==> src/rtl/multi_cpu_control_unit.sv <==
// multi_cpu_control_unit: instruction-phase FSM and control decoder for the
// multi-cycle MIPS-subset CPU. The state register is the only flop; every
// control line is decoded combinationally from State, opcode, zero and sign.
// Optional feature macro: CU_BRANCH_EXT_EN adds bne and bltz. Without it
// those two opcodes decode as unknown (a two-cycle nop). beq is always present.
module multi_cpu_control_unit (
    input  logic       CLK,
    input  logic       Reset,
    input  logic [5:0] opcode,
    input  logic       zero,
    input  logic       sign,
    output logic [2:0] State,
    output logic       PCWre,
    output logic       IRWre,
    output logic       InsMemRW,
    output logic       RegWre,
    output logic [1:0] RegDst,
    output logic       WrRegDSrc,
    output logic       ALUSrcA,
    output logic       ALUSrcB,
    output logic [2:0] ALUOp,
    output logic       ExtSel,
    output logic [1:0] PCSrc,
    output logic       mRD,
    output logic       mWR,
    output logic       DBDataSrc
);

    localparam logic [2:0] S_IF   = 3'b000;
    localparam logic [2:0] S_ID   = 3'b001;
    localparam logic [2:0] S_AEXE = 3'b110;
    localparam logic [2:0] S_BEXE = 3'b101;
    localparam logic [2:0] S_CEXE = 3'b010;
    localparam logic [2:0] S_MEM  = 3'b011;
    localparam logic [2:0] S_AWB  = 3'b111;
    localparam logic [2:0] S_CWB  = 3'b100;

    localparam logic [5:0] OP_ADD  = 6'b000000;
    localparam logic [5:0] OP_SUB  = 6'b000001;
    localparam logic [5:0] OP_ADDI = 6'b000010;
    localparam logic [5:0] OP_OR   = 6'b010000;
    localparam logic [5:0] OP_AND  = 6'b010001;
    localparam logic [5:0] OP_ORI  = 6'b010010;
    localparam logic [5:0] OP_SLL  = 6'b011000;
    localparam logic [5:0] OP_SLT  = 6'b100110;
    localparam logic [5:0] OP_SW   = 6'b110000;
    localparam logic [5:0] OP_LW   = 6'b110001;
    localparam logic [5:0] OP_BEQ  = 6'b110100;
    localparam logic [5:0] OP_BNE  = 6'b110101;
    localparam logic [5:0] OP_BLTZ = 6'b110110;
    localparam logic [5:0] OP_J    = 6'b111000;
    localparam logic [5:0] OP_JR   = 6'b111001;
    localparam logic [5:0] OP_JAL  = 6'b111010;
    localparam logic [5:0] OP_HALT = 6'b111111;

    logic [2:0] state_q;
    logic [2:0] state_d;

    logic is_sub, is_addi, is_or, is_and, is_ori, is_sll, is_slt;
    logic is_rtype, is_itype, is_alu;
    logic is_sw, is_lw, is_mem;
    logic is_beq, is_bne, is_bltz, is_branch, branch_taken;
    logic is_j, is_jr, is_jal, is_halt;

    // Opcode decode into instruction-class flags; bne/bltz exist only with the extension macro
    always_comb begin
        is_sub   = (opcode == OP_SUB);
        is_addi  = (opcode == OP_ADDI);
        is_or    = (opcode == OP_OR);
        is_and   = (opcode == OP_AND);
        is_ori   = (opcode == OP_ORI);
        is_sll   = (opcode == OP_SLL);
        is_slt   = (opcode == OP_SLT);
        is_rtype = (opcode == OP_ADD) | is_sub | is_or | is_and | is_sll | is_slt;
        is_itype = is_addi | is_ori;
        is_alu   = is_rtype | is_itype;
        is_sw    = (opcode == OP_SW);
        is_lw    = (opcode == OP_LW);
        is_mem   = is_sw | is_lw;
        is_beq   = (opcode == OP_BEQ);
`ifdef CU_BRANCH_EXT_EN
        is_bne   = (opcode == OP_BNE);
        is_bltz  = (opcode == OP_BLTZ);
`else
        is_bne   = 1'b0;
        is_bltz  = 1'b0;
`endif
        is_branch    = is_beq | is_bne | is_bltz;
        branch_taken = (is_beq & zero) | (is_bne & ~zero) | (is_bltz & sign);
        is_j     = (opcode == OP_J);
        is_jr    = (opcode == OP_JR);
        is_jal   = (opcode == OP_JAL);
        is_halt  = (opcode == OP_HALT);
    end

    // Next-state logic; jumps and unknown opcodes finish in ID, halt parks in ID
    always_comb begin
        state_d = S_IF;
        case (state_q)
            S_IF:   state_d = S_ID;
            S_ID: begin
                if (is_halt)        state_d = S_ID;
                else if (is_alu)    state_d = S_AEXE;
                else if (is_branch) state_d = S_BEXE;
                else if (is_mem)    state_d = S_CEXE;
                else                state_d = S_IF;
            end
            S_AEXE: state_d = S_AWB;
            S_CEXE: state_d = S_MEM;
            S_MEM:  state_d = is_lw ? S_CWB : S_IF;
            default: state_d = S_IF;
        endcase
    end

    // State register, forced to IF asynchronously while reset is held low
    always_ff @(posedge CLK or negedge Reset) begin
        if (!Reset) state_q <= S_IF;
        else        state_q <= state_d;
    end

    assign State = state_q;

    // Control decode: steering lines held from ID to the end of the instruction, enables per state
    always_comb begin
        PCWre     = 1'b0;
        IRWre     = 1'b0;
        InsMemRW  = 1'b1;
        RegWre    = 1'b0;
        RegDst    = 2'b00;
        WrRegDSrc = 1'b0;
        ALUSrcA   = 1'b0;
        ALUSrcB   = 1'b0;
        ALUOp     = 3'b000;
        ExtSel    = 1'b0;
        PCSrc     = 2'b00;
        mRD       = 1'b0;
        mWR       = 1'b0;
        DBDataSrc = 1'b0;
        if (state_q == S_IF) begin
            IRWre = 1'b1;
        end else begin
            ALUSrcA   = is_sll;
            ALUSrcB   = is_itype | is_mem;
            ExtSel    = is_addi | is_mem | is_branch;
            WrRegDSrc = is_alu | is_lw;
            DBDataSrc = is_lw;
            if (is_rtype)              RegDst = 2'b10;
            else if (is_itype | is_lw) RegDst = 2'b01;
            if (is_sub | is_branch)    ALUOp = 3'b001;
            else if (is_sll)           ALUOp = 3'b010;
            else if (is_or | is_ori)   ALUOp = 3'b011;
            else if (is_and)           ALUOp = 3'b100;
            else if (is_slt)           ALUOp = 3'b110;
            if (is_j | is_jal)         PCSrc = 2'b11;
            else if (is_jr)            PCSrc = 2'b10;
            else if ((state_q == S_BEXE) && branch_taken) PCSrc = 2'b01;
            PCWre  = (state_d == S_IF);
            RegWre = (state_q == S_AWB) | (state_q == S_CWB) | ((state_q == S_ID) & is_jal);
            mRD    = ((state_q == S_MEM) | (state_q == S_CWB)) & is_lw;
            mWR    = (state_q == S_MEM) & is_sw;
        end
        if (!Reset) begin
            PCWre  = 1'b0;
            IRWre  = 1'b0;
            RegWre = 1'b0;
            mRD    = 1'b0;
            mWR    = 1'b0;
        end
    end

endmodule

==> config.mk <==
export PLATFORM = sky130hd
export DESIGN_NAME = multi_cpu_control_unit
export DESIGN_NICKNAME = d
export VERILOG_FILES = /design/src/rtl/multi_cpu_control_unit.sv
export SDC_FILE = /design/constraint.sdc
export NUM_CORES = 1
export LEC_CHECK = 0
export BUFFER_PORTS_ARGS = -buffer_cell sky130_fd_sc_hd__buf_2
export CAP_MARGIN = 15
export CORE_MARGIN = 5
export CORE_UTILIZATION = 28
export CTS_CLUSTER_DIAMETER = 30
export DETAILED_ROUTE_END_ITERATION = 16
export SYNTH_ARGS = -nofsm -noshare
export SYNTH_HDL_FRONTEND = slang
export SYNTH_SLANG_ARGS = --single-unit
==> constraint.sdc <==
create_clock -name CLK -period 1.6 [get_ports CLK]
set_clock_uncertainty 0.05 [all_clocks]
set_input_delay 0.08 -clock CLK [delete_from_list [all_inputs] [get_ports CLK]]
set_output_delay 0.08 -clock CLK [all_outputs]
set_load 0.02 [all_outputs]
Word-level counts from Yosys, hierarchy flattened
Index checks and enable logic that the tools add are counted.

storage, ports and cells
  register bits after elaboration = 3
  input port bits = 10
  output and inout port bits = 21
  logic and storage cells = 83

operators by class
  equality and inequality tests = 21
  multiplexer cells = 34
  bitwise operators = 23
  reductions and logical operators = 4

operator list
  cell                  number
  $eq A6 B6 Y1 const B  8
  $mux W3               10
  $eq A6 B5 Y1 const B  4
  $or A1 B1 Y1          19
  $mux W1               17
  $pmux W3 S5           1
  $eq A3 B3 Y1 const B  4
  $mux W2               6
  $eq A3 B2 Y1 const B  2
  $eq A6 B1 Y1 const B  1
  $eq A6 B2 Y1 const B  1
  $logic_not A3 Y1      2
  $logic_not A6 Y1      1
  $and A1 B1 Y1         4
  $eq A3 B1 Y1 const B  1
  $logic_and A1 B1 Y1   1

Logic depth before layout (Yosys ltp)
Gate-level depths: netlist of the first run.

  depth in word-level cells = 13
  depth in mapped cells = 6
  depth with buffers taken out = 5

Worst setup path before layout of the first run
No wires, ideal clock.

  path type = flip-flop to output port
  start point = register state_q[2] (netlist: State[2])
  end point = output port WrRegDSrc
  arrival = 1.603 ns
  data required time = 1.470 ns
  setup slack = -0.133 ns
  cell stages (with the launch flop) = 5
  buffers on the path = 1
  cells stage by stage = dfrtp_1 buf_2 nor3_1 nor2_1 or2_1

on the way
  longest elaborated chain between the ends = 2

RTL lines
  item                      line  text
  start: declaration        56    logic [2:0] state_q;
  start signal: assignment  118   else state_q <= state_d;
  $logic_not A3 Y1          139   if (state_q == S_IF) begin
  $mux W1                   139
  end: declaration          18    output logic WrRegDSrc,

Every way passes these cells.

Worst setup path in the final report of the first run
  start point = register state_q[1] (netlist: State[1])
  end point = output port WrRegDSrc

The elaborated chain is that of the path after synthesis.

==> results of run 1 <==
-- how the worst max path moves through the flow --
stage / start / end / slack, ns
final: State[1] / WrRegDSrc / -0.08
after detailed placement: State[0] / PCWre / 0.07
after CTS: State[1] / WrRegDSrc / -0.09
after global placement: State[2] / WrRegDSrc / 0.08
after global routing: State[1] / PCWre / -0.14
after floorplan: State[2] / WrRegDSrc / -0.02
-- kinds of logic after synthesis --
| logic type | count (synthesis) | synth area share |
|---|---|---|
| AND/OR/NAND/NOR | 57 | 0.494 |
| other | 1 | 0.00554 |
| buffers and inverters | 14 | 0.116 |
| flip-flops | 3 | 0.111 |
| AO/OA/AOI/OAI | 25 | 0.274 |
-- critical path, stage by stage (launching register included) --
cell and delay (ns):
dfrtp_2 0.45, or3_4 0.40, nand2_4 0.07, a21oi_2 0.04, or2_4 0.23, buf_6 0.13
-- layout make-up --
type                            instances  area [sq um]
Inverter                                4          15.0
Clock buffer                            4          26.3
Fill cell                             244          1230
Tap cell                               28          35.0
Timing Repair Buffer                   44           288
Multi-Input combinational cell         83           586
Sequential cell                         3          78.8
-- through the flow --
stage	utilization	instances	setup WS (ns)	instance area [sq um]
after floorplan	-	100	-0.0214	699
after global placement	0.385	154	0.0841	868
after detailed placement	0.385	154	0.0661	868
after CTS	0.436	163	-0.0941	983
after global routing	0.456	166	-0.136	1030
final	0.456	166	-0.0802	1030
-- per-layer routing --
metal | routed length (um) | vias to the layer above | track usage
met4 | 0 | 0 | 0.0259
met1 | 1040 | 423 | 0.181
met2 | 1020 | 27 | 0.211
li1 | - | 433 | -
met3 | 141 | 0 | 0.0305
met5 | 0 | - | 0
-- cell usage in the layout (no fill, tap or decap), types with 2 or more instances in the layout --
master     n
nand2_1    4
inv_1      2
buf_2     21
a21oi_1    9
o21ai_2    2
nand2_4    3
or3_1      2
inv_2      2
o21ai_0    3
nand2b_1   4
nand4_1    3
nand3_1    2
buf_6      2
nor2_2     2
nor3_1     7
clkbuf_4   3
nor3b_1    3
dfrtp_2    3
nor2_1    11
buf_4     20
-- power breakdown --
| group | internal [uW] | switching (uW) | leakage, uW |
|---|---|---|---|
| logic | 357 | 431 | 0.000415 |
| clock network | 93.4 | 37.9 | 0.0000150 |
| registers | 109 | 53.8 | 0.0000347 |
| total | 560 | 523 | 0.000464 |
-- repair_timing --
item,in CTS,in global routing
pin swaps,3,1
gates resized for setup,16,10
endpoints found under the hold margin,3,0
buffers inserted,4,3
hold buffers,1,0
endpoints found under the setup margin,11,11
==> flow_summary.ini, run 1 <==
[status]
status = complete, but fails checks
violations = negative setup slack

[floorplanning]
ios = 31
start_util = 0.300
fp.dieW_um = 59.2
die_h_um = 59.2
coreArea_sq_um = 2250
rows = 17
dieArea_sq_um = 3500

[yosys]
ys_async_sr_fraction = 1.00
synth_common_cells = nor2_1, a21oi_1, nor3_1, buf_2, nand2_1
syn_area_sq_um = 677
seq_area_frac_synth = 0.111
ys_top_cells_by_area = dfrtp_1, a21oi_1, nor2_1
syn_area_per_cell_sq_um = 6.77
synthFlopType = dfrtp_1
syn-num-nets = 110
ys_ff_latch = 3
synth_top_area_cell = dfrtp_1
yosysMostFrequentCell = nor2_1
netlist_instances = 100
synth-edff-count = 0
synth.distinct_cells = 41
synth_top_area_share = 0.111
yosysWarnings = 0

[place]
port_buffers = 28
place.gp.congestion = 0.812
hpwl_mm = 1.57

[clocking]
clockBufferDepth = 2
clk_latency_ns = 0.23
h-tree-depth = 1
cts-root-buf = clkbuf_4
cts_made_buffers = 3
cts_tree = done
cts.clk_slew.worst_paths_ns = 0.04
clock-sinks = 3

[sta]
setup_violations = 4
hold_viol = 0
min_period_ns = 1.68
post-route-period-util = 1.05
rsz0062_at_grt = yes
tns_ns = -0.220
max_freq_mhz = 595
fin_ws_ns = -0.0802
slew_viol_final = 0
holdWs_ns = 0.151

[global_route]
grtUsageTotal = 0.132
antenna_found_initial = 0
first_global_vias = 858
grt_pass1_wl_mm = 3.73
grt_max_degree = 17
gr-total-overflow = 0

[critical_path]
worst-endpoint-required_ns = 1.47
r2r_slack_ns = 0.41
worst-r2r-cell-count = 3
worstReg2RegEnd = State[2]
worstSetupEndpointType = output pin
cp.arrival_ns = 1.55
critPathMaxFanout = 7
path_class = flip-flop to output pin
startpoint_type = flip-flop
r2r-start = State[2]

[finish]
area_growth_pct = 51.9
diodes = 0
nNetsFinal = 149
layout-drive-gt1-share = 0.507
largest_reg_flops = 3

[drt]
wl_mm = 2.20
initialDrtViolationCount = 35
antenna_left = 0
drt_pass1_iterations = 4
drt-vias-per-instance = 5.32
vias = 883
wl_per_cell_um = 13.2
drc = 0

[flow_run]
maxCapViolCount = 0

[power_and_ir_drop]
leakagePower_uw = 0.000464
finalPower_uw = 1080
powerDensity_nw_per_um2 = 1050
ir_drop_mv = 0.679

[worst_hold_path]
worst_hold_path_type = input port to async pin
Note: power is estimated with default switching activity, not from simulation.
==> run 2, diff against run 1 <==
SKIP_LAST_GASP = 1   (was unset)
==> flow_summary.ini, run 2 (synthesized netlist as in run 1, its figures left out) <==
[power_and_ir_drop]
powerDensity_nw_per_um2 = 1050
ir_drop_mv = 0.681
p_seq_frac = 0.151
combPwrFrac = 0.728
p_switching_uw = 523
intPower_uw = 560
p_clk_frac = 0.121
leakagePower_uw = 0.000464
swShare = 0.483

[finish]
layout-drive-gt1-share = 0.507
stdcell_count = 166
nNetsFinal = 149
diodes = 0
mostFrequentLayoutCells = buf_2, buf_4, nor2_1
largest_reg_flops = 3
final_common_cell = buf_2
area_growth_pct = 51.9

[critical_path]
startpoint_type = flip-flop
cp.arrival_ns = 1.55
worst-r2r-cell-count = 3
worstSetupEndpointType = output pin
critPathTopFamily = simple AND/OR/NAND/NOR gates
crit_path_top_delay_cell = dfrtp_2
path_class = flip-flop to output pin
path_cells = or3_4 -> nand2_4 -> a21oi_2 -> or2_4 -> buf_6
worst-path-buf-inv = 1
critPathMaxFanout = 7
critical-path-max-stage-delay_ns = 0.45
worst-endpoint-required_ns = 1.47
cp_num_cells = 5
r2r-start = State[2]
worstSetupStartpoint = State[1]
r2r_slack_ns = 0.41

[clocking]
clock-sinks = 3
cts_tree = done
clk_latency_ns = 0.23
clockBufferDepth = 2
cts.clk_slew.worst_paths_ns = 0.04
cts-root-buf = clkbuf_4
h-tree-depth = 1
cts_made_buffers = 3

[floorplanning]
fp.dieW_um = 59.2
rows = 17
die_h_um = 59.2
dieArea_sq_um = 3500
ios = 31
start_util = 0.300
coreArea_sq_um = 2250

[sta]
setup_violations = 4
slew_viol_final = 0
holdWs_ns = 0.156
post-route-period-util = 1.05
min_period_ns = 1.68
rsz0062_at_grt = yes
hold_viol = 0
max_freq_mhz = 595
fin_ws_ns = -0.0803

[global_route]
first_global_vias = 860
grt_pass1_wl_mm = 3.72
grt_max_degree = 17
gr-total-overflow = 0
antenna_found_initial = 0
grtUsageTotal = 0.132

[drt]
vias = 881
initialDrtViolationCount = 40
drc = 0
drt-vias-per-instance = 5.31
drt_pass1_iterations = 4
antenna_left = 0
wl_mm = 2.21
wl_per_cell_um = 13.3

[place]
hpwl_mm = 1.57
place.gp.congestion = 0.812
port_buffers = 28
dpl.cell_count = 154

[worst_hold_path]
worst_hold_path_type = input port to async pin

[flow_run]
maxCapViolCount = 0

[status]
violations = negative setup slack
status = complete, but fails checks
run 2: power by group through the flow:
stage | combinational [uW] | sequential, uW | clock [uW]
floorplan | 413 | 161 | 0
global placement | 604 | 163 | 0
detailed placement | 609 | 166 | 0
CTS | 688 | 174 | 134
global route | 852 | 171 | 144
finish | 788 | 163 | 131
run 2: worst reg2reg max path, stage by stage, from the launching register on:
cell      delay (ns)
dfrtp_2         0.44
nor2_2          0.22
o311ai_4        0.15
o21ai_2         0.23
run 2: layout make-up:
type	instances	area [sq um]
multi-input cells	83	586
clock buffers	4	26.3
inverters	4	15.0
fillers	244	1230
repair buffers	44	288
well taps	28	35.0
flip-flops and latches	3	78.8
run 2: repair_timing:
item / in CTS / in global routing
endpoints found under the setup margin: 11 / 11
hold endpoints to repair: 3 / 0
resized for setup: 14 / 12
hold buffers: 1 / 0
pin swaps: 2 / 2
setup buffers: 4 / 3
run 2: path summary, 6_finish.rpt:
path / end
worst max-delay path: WrRegDSrc
worst min-delay path: State[0]
worst max register to register: State[2]
worst min register to register: State[1]
max in group asynchronous: State[2]
min in group CLK: State[0]
run 2: stage by stage:
step	setup slack, ns	TNS (ns)	cell area (sq um)	utilization	total power (uW)
floorplan	-0.0214	-0.0313	699	-	574
global placement	0.0841	0	868	0.385	766
detailed placement	0.0661	0	868	0.385	775
CTS	-0.0941	-0.331	977	0.433	996
global route	-0.136	-0.655	1030	0.456	1170
finish	-0.0803	-0.221	1030	0.456	1080
run 2: layer usage:
metal / routed length [um] / track usage
met5: 0 / 0
met3: 142 / 0.0305
met1: 1040 / 0.181
met2: 1030 / 0.211
met4: 0 / 0.0259
